==> config.mk <==
export PLATFORM = sky130hd
export DESIGN_NAME = sdram_pattern_tester_flat
export DESIGN_NICKNAME = d
export VERILOG_FILES = /design/src/rtl/sdram_pattern_tester_if.sv /design/src/rtl/sdram_pattern_tester.sv /design/src/flat_wrapper.sv
export SDC_FILE = /design/constraint.sdc
export NUM_CORES = 1
export LEC_CHECK = 0
export ABC_AREA = 0
export CAP_MARGIN = 15
export CORE_MARGIN = 2
export CORE_UTILIZATION = 59
export DETAILED_ROUTE_END_ITERATION = 10
export HOLD_SLACK_MARGIN = 0.05
export PLACE_DENSITY = 0.91
export SYNTH_ARGS = -nofsm -noshare
export SYNTH_HDL_FRONTEND = slang
export SYNTH_SLANG_ARGS = --single-unit
==> constraint.sdc <==
create_clock -name clock -period 20.1 [get_ports clock]
set_input_delay 3.015 -clock clock [delete_from_list [all_inputs] [get_ports clock]]
set_output_delay 3.015 -clock clock [all_outputs]
set_load 0.005 [all_outputs]
==> src/rtl/sdram_pattern_tester_if.sv <==
// Memory-controller request bus between the pattern tester and an SDRAM controller.
// The tester is the master; the controller answers with busy and read data.
interface sdram_pattern_tester_if #(
    parameter int ADDR_W = 26,
    parameter int DATA_W = 64
);
    logic [ADDR_W-1:0] mem_address;
    logic              mem_rd_en;
    logic              mem_wr_en;
    logic [1:0]        mem_size;
    logic [DATA_W-1:0] mem_write_data;
    logic [DATA_W-1:0] mem_read_data;
    logic              mem_busy;

    modport master (
        output mem_address, mem_rd_en, mem_wr_en,
        output mem_size, mem_write_data,
        input  mem_read_data, mem_busy
    );

    modport slave (
        input  mem_address, mem_rd_en, mem_wr_en,
        input  mem_size, mem_write_data,
        output mem_read_data, mem_busy
    );
endinterface

==> src/rtl/sdram_pattern_tester.sv <==
// Writes an LFSR pattern over a memory region, reads it back and checks it,
// with a per-handshake watchdog and a saturating mismatch counter.
module sdram_pattern_tester #(
    parameter int ADDR_W  = 26,
    parameter int DATA_W  = 64,
    parameter int CNT_W   = 16,
    parameter int TIMEOUT = 1024
) (
    input  logic              clock,
    input  logic              reset,
    input  logic              start,
    input  logic [ADDR_W-1:0] base_address,
    input  logic [1:0]        op_size,
    input  logic [CNT_W-1:0]  op_count,
    input  logic [63:0]       seed,
    sdram_pattern_tester_if.master mem,
    output logic              running,
    output logic              done,
    output logic              pass,
    output logic              timeout,
    output logic [CNT_W-1:0]  error_count,
    output logic [ADDR_W-1:0] first_err_addr
);
    localparam int WD_W = $clog2(TIMEOUT + 1);

    typedef enum logic [3:0] {
        IDLE, WR_REQ, WR_BUSY, WR_DONE,
        RD_REQ, RD_BUSY, RD_DONE, CHECK, FINISH
    } state_t;

    state_t            state;
    logic [ADDR_W-1:0] addr, base_l, addr_next, aligned;
    logic [63:0]       lfsr, seed_l, lfsr_next, m64;
    logic [1:0]        size_l;
    logic [CNT_W-1:0]  count_l, idx;
    logic [WD_W-1:0]   wdog;
    logic [DATA_W-1:0] rdata, cmp_mask;
    logic              mismatch, waiting, advance, last, wd_expire;

    assign mem.mem_address = addr;
    assign mem.mem_size    = size_l;

    assign lfsr_next = {lfsr[62:0], lfsr[63] ^ lfsr[62] ^ lfsr[60] ^ lfsr[59]};
    assign addr_next = addr + (ADDR_W'(1) << size_l);
    assign aligned   = base_address & ({ADDR_W{1'b1}} << op_size);
    assign last      = (idx == count_l - CNT_W'(1));

    always_comb begin
        m64 = '1;
        case (size_l)
            2'd0:    m64 = 64'h0000_0000_0000_00FF;
            2'd1:    m64 = 64'h0000_0000_0000_FFFF;
            2'd2:    m64 = 64'h0000_0000_FFFF_FFFF;
            default: m64 = '1;
        endcase
        cmp_mask = m64[DATA_W-1:0];
    end

    assign mismatch = |((rdata ^ lfsr[DATA_W-1:0]) & cmp_mask);

    // advance: the condition that moves a handshake state forward this cycle
    always_comb begin
        waiting = 1'b0;
        advance = 1'b0;
        case (state)
            WR_REQ, RD_REQ, WR_DONE, RD_DONE: begin
                waiting = 1'b1;
                advance = !mem.mem_busy;
            end
            WR_BUSY, RD_BUSY: begin
                waiting = 1'b1;
                advance = mem.mem_busy;
            end
            default: ;
        endcase
    end

    assign wd_expire = waiting && !advance && (wdog == WD_W'(TIMEOUT - 1));

    always_ff @(posedge clock or posedge reset) begin
        if (reset) begin
            state              <= IDLE;
            addr               <= '0;
            base_l             <= '0;
            lfsr               <= '0;
            seed_l             <= '0;
            size_l             <= '0;
            count_l            <= '0;
            idx                <= '0;
            wdog               <= '0;
            rdata              <= '0;
            mem.mem_rd_en      <= 1'b0;
            mem.mem_wr_en      <= 1'b0;
            mem.mem_write_data <= '0;
            running            <= 1'b0;
            done               <= 1'b0;
            pass               <= 1'b0;
            timeout            <= 1'b0;
            error_count        <= '0;
            first_err_addr     <= '0;
        end else begin
            mem.mem_wr_en <= 1'b0;
            mem.mem_rd_en <= 1'b0;
            if (waiting && !advance) wdog <= wdog + 1'b1;
            else                     wdog <= '0;

            case (state)
                IDLE, FINISH: if (start) begin
                    base_l         <= aligned;
                    addr           <= aligned;
                    size_l         <= op_size;
                    count_l        <= op_count;
                    idx            <= '0;
                    seed_l         <= (seed == 64'd0) ? 64'd1 : seed;
                    lfsr           <= (seed == 64'd0) ? 64'd1 : seed;
                    error_count    <= '0;
                    timeout        <= 1'b0;
                    first_err_addr <= '0;
                    if (op_count == '0) begin
                        state   <= FINISH;
                        done    <= 1'b1;
                        pass    <= 1'b1;
                        running <= 1'b0;
                    end else begin
                        state   <= WR_REQ;
                        done    <= 1'b0;
                        pass    <= 1'b0;
                        running <= 1'b1;
                    end
                end
                WR_REQ: if (!mem.mem_busy) begin
                    mem.mem_wr_en      <= 1'b1;
                    mem.mem_write_data <= lfsr[DATA_W-1:0];
                    state              <= WR_BUSY;
                end
                WR_BUSY: if (mem.mem_busy) state <= WR_DONE;
                WR_DONE: if (!mem.mem_busy) begin
                    idx <= last ? '0 : idx + 1'b1;
                    if (last) begin
                        addr  <= base_l;
                        lfsr  <= seed_l;
                        state <= RD_REQ;
                    end else begin
                        addr  <= addr_next;
                        lfsr  <= lfsr_next;
                        state <= WR_REQ;
                    end
                end
                RD_REQ: if (!mem.mem_busy) begin
                    mem.mem_rd_en <= 1'b1;
                    state         <= RD_BUSY;
                end
                RD_BUSY: if (mem.mem_busy) state <= RD_DONE;
                RD_DONE: if (!mem.mem_busy) begin
                    rdata <= mem.mem_read_data;
                    state <= CHECK;
                end
                CHECK: begin
                    if (mismatch) begin
                        if (error_count == '0) first_err_addr <= addr;
                        if (error_count != '1) error_count <= error_count + 1'b1;
                    end
                    addr <= addr_next;
                    lfsr <= lfsr_next;
                    idx  <= last ? '0 : idx + 1'b1;
                    if (last) begin
                        state   <= FINISH;
                        done    <= 1'b1;
                        running <= 1'b0;
                        pass    <= (error_count == '0) && !mismatch && !timeout;
                    end else begin
                        state <= RD_REQ;
                    end
                end
                default: state <= IDLE;
            endcase

            if (wd_expire) begin
                timeout <= 1'b1;
                state   <= FINISH;
                done    <= 1'b1;
                running <= 1'b0;
                pass    <= 1'b0;
            end
        end
    end
endmodule

==> src/flat_wrapper.sv <==
// flat-port wrapper written by rule: the top's interface ports become plain ports
module sdram_pattern_tester_flat 
#(
    parameter int ADDR_W  = 26,
    parameter int DATA_W  = 64,
    parameter int CNT_W   = 16,
    parameter int TIMEOUT = 1024
)
  (clock, reset, start, base_address, op_size, op_count, seed, running, done, pass, timeout, error_count, first_err_addr, mem_mem_address, mem_mem_rd_en, mem_mem_wr_en, mem_mem_size, mem_mem_write_data, mem_mem_read_data, mem_mem_busy);
  sdram_pattern_tester_if #(.ADDR_W(ADDR_W), .DATA_W(DATA_W)) mem_i ();
  input  logic clock;
  input  logic reset;
  input  logic start;
  input  logic [ADDR_W-1:0] base_address;
  input  logic [1:0] op_size;
  input  logic [CNT_W-1:0] op_count;
  input  logic [63:0] seed;
  output logic running;
  output logic done;
  output logic pass;
  output logic timeout;
  output logic [CNT_W-1:0] error_count;
  output logic [ADDR_W-1:0] first_err_addr;
  output wire logic [$bits(mem_i.mem_address)-1:0] mem_mem_address;
  output wire logic [$bits(mem_i.mem_rd_en)-1:0] mem_mem_rd_en;
  output wire logic [$bits(mem_i.mem_wr_en)-1:0] mem_mem_wr_en;
  output wire logic [$bits(mem_i.mem_size)-1:0] mem_mem_size;
  output wire logic [$bits(mem_i.mem_write_data)-1:0] mem_mem_write_data;
  input wire logic [$bits(mem_i.mem_read_data)-1:0] mem_mem_read_data;
  input wire logic [$bits(mem_i.mem_busy)-1:0] mem_mem_busy;
  assign mem_mem_address = mem_i.mem_address;
  assign mem_mem_rd_en = mem_i.mem_rd_en;
  assign mem_mem_wr_en = mem_i.mem_wr_en;
  assign mem_mem_size = mem_i.mem_size;
  assign mem_mem_write_data = mem_i.mem_write_data;
  assign mem_i.mem_read_data = mem_mem_read_data;
  assign mem_i.mem_busy = mem_mem_busy;
  sdram_pattern_tester #(.ADDR_W(ADDR_W), .DATA_W(DATA_W), .CNT_W(CNT_W), .TIMEOUT(TIMEOUT)) u_core (.clock(clock), .reset(reset), .start(start), .base_address(base_address), .op_size(op_size), .op_count(op_count), .seed(seed), .mem(mem_i), .running(running), .done(done), .pass(pass), .timeout(timeout), .error_count(error_count), .first_err_addr(first_err_addr));
endmodule
# [Word level (Yosys, flattened, before mapping)]
# Index checks and enable logic that the tools add are counted.
[word_totals] out_inout_bits=140 wordCells=146 in_bits=176 regBits=405
[classes] shifts=2 mux=55 add_sub_neg=5 n_bitwise=7 eq_ne=26 reduce_logical=32
[op_table] operator="$pmux 64 s3" count=2
[op_table] operator="$mux 64" count=4
[op_table] operator="$mux 26" count=6
[op_table] operator="$mux 16" count=5
[op_table] operator="$pmux 26 s3" count=1
[op_table] operator="$and 64x64->64" count=1
[op_table] operator="$logic_not 64->1" count=1
[op_table] operator="$reduce_or 64->1" count=1
[op_table] operator="$xor 64x64->64" count=1
[op_table] operator="$pmux 26 s2" count=1
[op_table] operator="$pmux 16 s3" count=1
[op_table] operator="$mux 4" count=10
[op_table] operator="$add 16x1->16 const B" count=2
[op_table] operator="$logic_not 16->1" count=2
[op_table] operator="$pmux 16 s2" count=1
[op_table] operator="$pmux 4 s8" count=1
[op_table] operator="$add 26x26->26" count=1
[op_table] operator="$and 26x26->26" count=1
[op_table] operator="$shl 1x2->26 const A" count=1
[op_table] operator="$shl 26x2->26 const A" count=1
[op_table] operator="$ne 3x2->1 const B" count=7
[op_table] operator="$mux 1" count=17
[op_table] operator="$eq 16x16->1" count=1
[op_table] operator="$eq 4x3->1 const B" count=4
[op_table] operator="30 further kinds" count=54

# [Longest topological paths before layout]
[depth] ltp_word=10 depth_mapped=15 depth_no_buf=11

# [Worst setup path before layout]
# OpenSTA, ideal clock, no wires.
[synth_path] kind="input -> register" startpoint="in start" endpoint="reg u_core.first_err_addr[0]" path_slack_ns=15.569 t_required_ns=20.019 path_stages=6 setup_ns=0.081 t_arrival_ns=4.450 path_buffers=1 path_cell_list="nand2_1 > nand2_1 > o21ai_0 > nor2_1 > clkbuf_1 > mux2i_1"
[synth_between] elab_chain_cells=2
[synth_lines] element="start: declaration" line="flat_wrapper.sv:13" text="input logic start;"
[synth_lines] element="$ne 2x2->1 (no source line)"
[synth_lines] element="$reduce_and 4->1 (no source line)"
[synth_lines] element="end signal: assignment" line="sdram_pattern_tester.sv:160" text="if (error_count == '0) first_err_addr <= addr;"
[synth_lines] element="end: declaration" line="sdram_pattern_tester.sv:22" text="output logic [ADDR_W-1:0] first_err_addr"
# No other way between the ends.
# A chain may end at the register's enable or synchronous reset.

# [Worst setup path in the final report]
[layout_path] startpoint="in start" endpoint="reg u_core.error_count[15]"
[layout_between] elab_chain_cells=2
[layout_lines] element="$ne 2x2->1 (no source line)"
[layout_lines] element="$reduce_and 4->1 (no source line)"
[layout_lines] element="end signal: assignment" line="sdram_pattern_tester.sv:161" text="if (error_count != '1) error_count <= error_count + 1'b1;"
[layout_lines] element="end: declaration" line="sdram_pattern_tester.sv:21" text="output logic [CNT_W-1:0] error_count,"
# No other way between the ends.

==> flow_metrics.py <==
metrics = {
    "pwr": {
        "seqPwrFrac_pct": 41.1,
        "ir_drop_mv": 0.0824,
        "power_frac_clock_pct": 22.3,
        "powerDensity_nw_per_um2": 142,
        "combinationalPowerShare_pct": 36.6,
        "swShare_pct": 37.9,
        "power_mw": 3.51,
        "power.internal_mw": 2.18,
        "p_leak_nw": 11.6,
        "switchingPower_mw": 1.33,
    },
    "global_routing": {
        "antenna_found_initial": 8,
        "grt_max_degree": 117,
        "grt.overflow.total": 0,
        "grt_util_all_layers_pct": 32.4,
        "grt_pass1_wl_mm": 91.7,
        "grt_pass1_vias": 17208,
    },
    "sta": {
        "timing.final.ws_setup_ps": 14600,
        "max_freq_mhz": 182,
        "fin_setup_tns_ps": 0,
        "slew_violations": 0,
        "fin_crit_sh_pct": 27.3,
        "clock_skew_ps": 28.4,
        "slew_headroom_pct": 21.1,
        "tightest_slew_ps": 1170,
        "fin_crit_ps": 5500,
        "rsz0062_at_grt": "no",
        "setup_violations": 0,
        "hold_violations": 0,
    },
    "yosys": {
        "synthTopCellsByCount": "nand2_1 (600), dfrtp_1 (405), o21ai_1 (134), mux2_2 (132), clkbuf_1 (105)",
        "synth_area_um2": 20000,
        "synth-edff-count": 0,
        "ys_types": 67,
        "synth_area_leaders": "dfrtp_1 (51%), nand2_1 (11%), mux2_2 (7.4%), xor2_1 (3.8%), o21ai_1 (3.4%)",
        "synth_async_sr_flop_share_pct": 100,
        "synth_top_cell_by_area": "dfrtp_1",
        "synth.most_common_cell": "nand2_1",
        "synth_cells": 2097,
        "synth_ff_type": "dfrtp_1",
        "yosys_warnings": 0,
        "avgSynthCellArea_um2": 9.53,
        "ys_seq_elements": 405,
        "synth_top_cell_area_share_pct": 50.7,
        "synth_fp_nets": 2283,
        "ys_seq_area_share_pct": 50.7,
    },
    "clocking": {
        "cts_tree": "done",
        "clockBufferDepth": 3,
        "cts_setup_buffers": 0,
        "clk_latency_ps": 550,
        "cts_resized": 0,
        "cts.sinks": 405,
        "numCtsBuffers": 41,
        "hold_buffers": 0,
        "clk_pin_slew_ps": 60,
        "root_buffer": "clkbuf_16",
        "htreeDepth": 2,
    },
    "placement": {
        "place.gp.congestion": 0.875,
        "port_buffers": 315,
        "post-dp-hpwl_mm": 38.3,
        "pre_cts_ws_ps": 14010,
        "dpl_cell_area_um2": 23300,
    },
    "worst_setup_path": {
        "worst-setup-path-type": "in -> reg",
        "worstPathRequired_ps": 20530,
        "rr_worst_depth": 10,
        "worst_path_largest_cell_delay_ps": 600,
        "path_cells": "clkdlybuf4s50_1 > nand2_4 > nand2_1 > and3_1 > nand2b_1 > and2_1 > or4_1 > a21oi_1",
        "crit_fanout": 62,
        "crit_arrival_ps": 5930,
        "cp-start-kind": "input port",
        "critical_path.slowest_cell": "clkdlybuf4s50_1",
        "cp-end-kind": "flop",
    },
    "routing": {
        "viasPerCell": 6.10,
        "vias": 17266,
        "ant_nets": 0,
        "drt_iter0_drc": 1450,
        "drc": 0,
        "drt_first_pass_iters": 6,
        "wl_per_cell_um": 20.4,
        "routed_wl_mm": 57.7,
    },
    "layout": {
        "syn2layout_area_growth_pct": 23.7,
        "drive_gt1_share_pct": 12.6,
        "final_nets": 2535,
        "final_area_um2": 24700,
    },
    "min_path": {
        "hold_class": "reg -> reg",
        "min_path_cells": 2,
    },
    "floorplan": {
        "core_um2": 33400,
        "fp-row-count": 67,
        "die_y_um": 188,
        "dieArea_um2": 35400,
        "die_x_um": 188,
        "ioPinCount": 316,
        "initial_core_util_pct": 59.7,
    },
    "run": {
        "drv_cap": 0,
    },
    "run_status": {
        "status": "finished, final reports clean",
    },
}
-- cell families (layout without fill, tap and decap cells) --
kind of cell	count (synthesis)	count (layout)	share of synthesized area (%)
buffers and inverters	144	426	3.15
and+or+nand+nor	967	967	22.9
DFF	405	405	50.7
adders and majority gates	10	10	0.664
muxes	165	165	9.09
AOI/OAI and AO/OA	279	279	7.96
other	0	3	0
xor gates and xnor gates	127	127	5.57
-- registers in the layout, indices dropped and copies added, names as in the netlist, 2 cells and up --
register,cells
u_core.base_l,26
u_core.first_err_addr,26
u_core.mem.mem_write_data,64
u_core.idx,16
u_core.error_count,16
u_core.mem.mem_address,26
u_core.rdata,64
u_core.state,4
u_core.lfsr,64
u_core.seed_l,64
u_core.mem.mem_size,2
u_core.count_l,16
u_core.wdog,11
-- placed cells by master, fill, tap and decap left out, drive strengths merged, types with 3 or more instances in the layout --
cell	count
a211oi	5
a21o	7
a21oi	35
a221o	5
a22o	4
a31oi	6
and2	8
and3	13
buf	17
bufinv	3
clkbuf	60
clkdlybuf4s50	315
clkinv	9
dfrtp	405
diode	3
ha	9
inv	22
mux2	132
mux2i	33
nand2	600
nand2b	5
nand3	102
nand3b	3
nand4	27
nor2	79
nor2b	9
nor3	35
nor3b	5
nor4	49
o211ai	4
o21a	4
o21ai	189
or3	14
or4	6
xnor2	40
xor2	87
-- layer usage --
metal,global-route usage (%),up-vias,wire length [µm]
met5,0,-,68
met4,14.7,10,2670
met3,6.92,186,5180
met2,53.8,973,27800
met1,40.9,8474,22000
li1,-,7623,-
-- path summary, 6_finish.rpt --
| path | slack [ps] | endpoint | startpoint |
|---|---|---|---|
| min | 480 | u_core.seed_l[59] | u_core.seed_l[59] |
| max in group asynchronous | 14700 | u_core.first_err_addr[8] | reset |
| min in group asynchronous | 3060 | u_core.rdata[51] | reset |
| max | 14600 | u_core.error_count[15] | start |
| max reg2reg | 15120 | u_core.mem.mem_address[5] | u_core.count_l[2] |
| min reg2reg | 480 | u_core.seed_l[59] | u_core.seed_l[59] |
-- per-stage QoR --
step	instances	utilization, %	hold slack, ps
after global placement	2754	69.8	454
final	2830	73.9	476
after detailed placement	2754	69.8	462
after floorplan	2097	-	440
after CTS	2827	73.9	476
after global routing	2829	73.9	494
-- critical path, delay by kind of cell --
family                 cells  cell delay [ps]
buffers and inverters      1              600
and+or+nand+nor            6             2000
AOI/OAI and AO/OA          1              230
-- final cells by class --
type | instances | area (µm²)
Inverter | 21 | 86.3
Clock buffer | 60 | 1210
Sequential cell | 405 | 10100
Fill cell | 2143 | 8720
Multi-Input combinational cell | 1548 | 9280
Tap cell | 448 | 561
Clock inverter | 13 | 166
Antenna cell | 3 | 7.51
Timing Repair Buffer | 332 | 3280
-- power groups by stage --
stage               Sequential, mW  Combinational, mW  Clock (mW)
floorplan                     1.33              0.848           0
global placement              1.42               1.21           0
detailed placement            1.44               1.26           0
CTS                           1.43               1.28       0.789
global route                  1.48               1.41       0.822
finish                        1.44               1.29       0.784
Power figures use the tool's default switching activity.
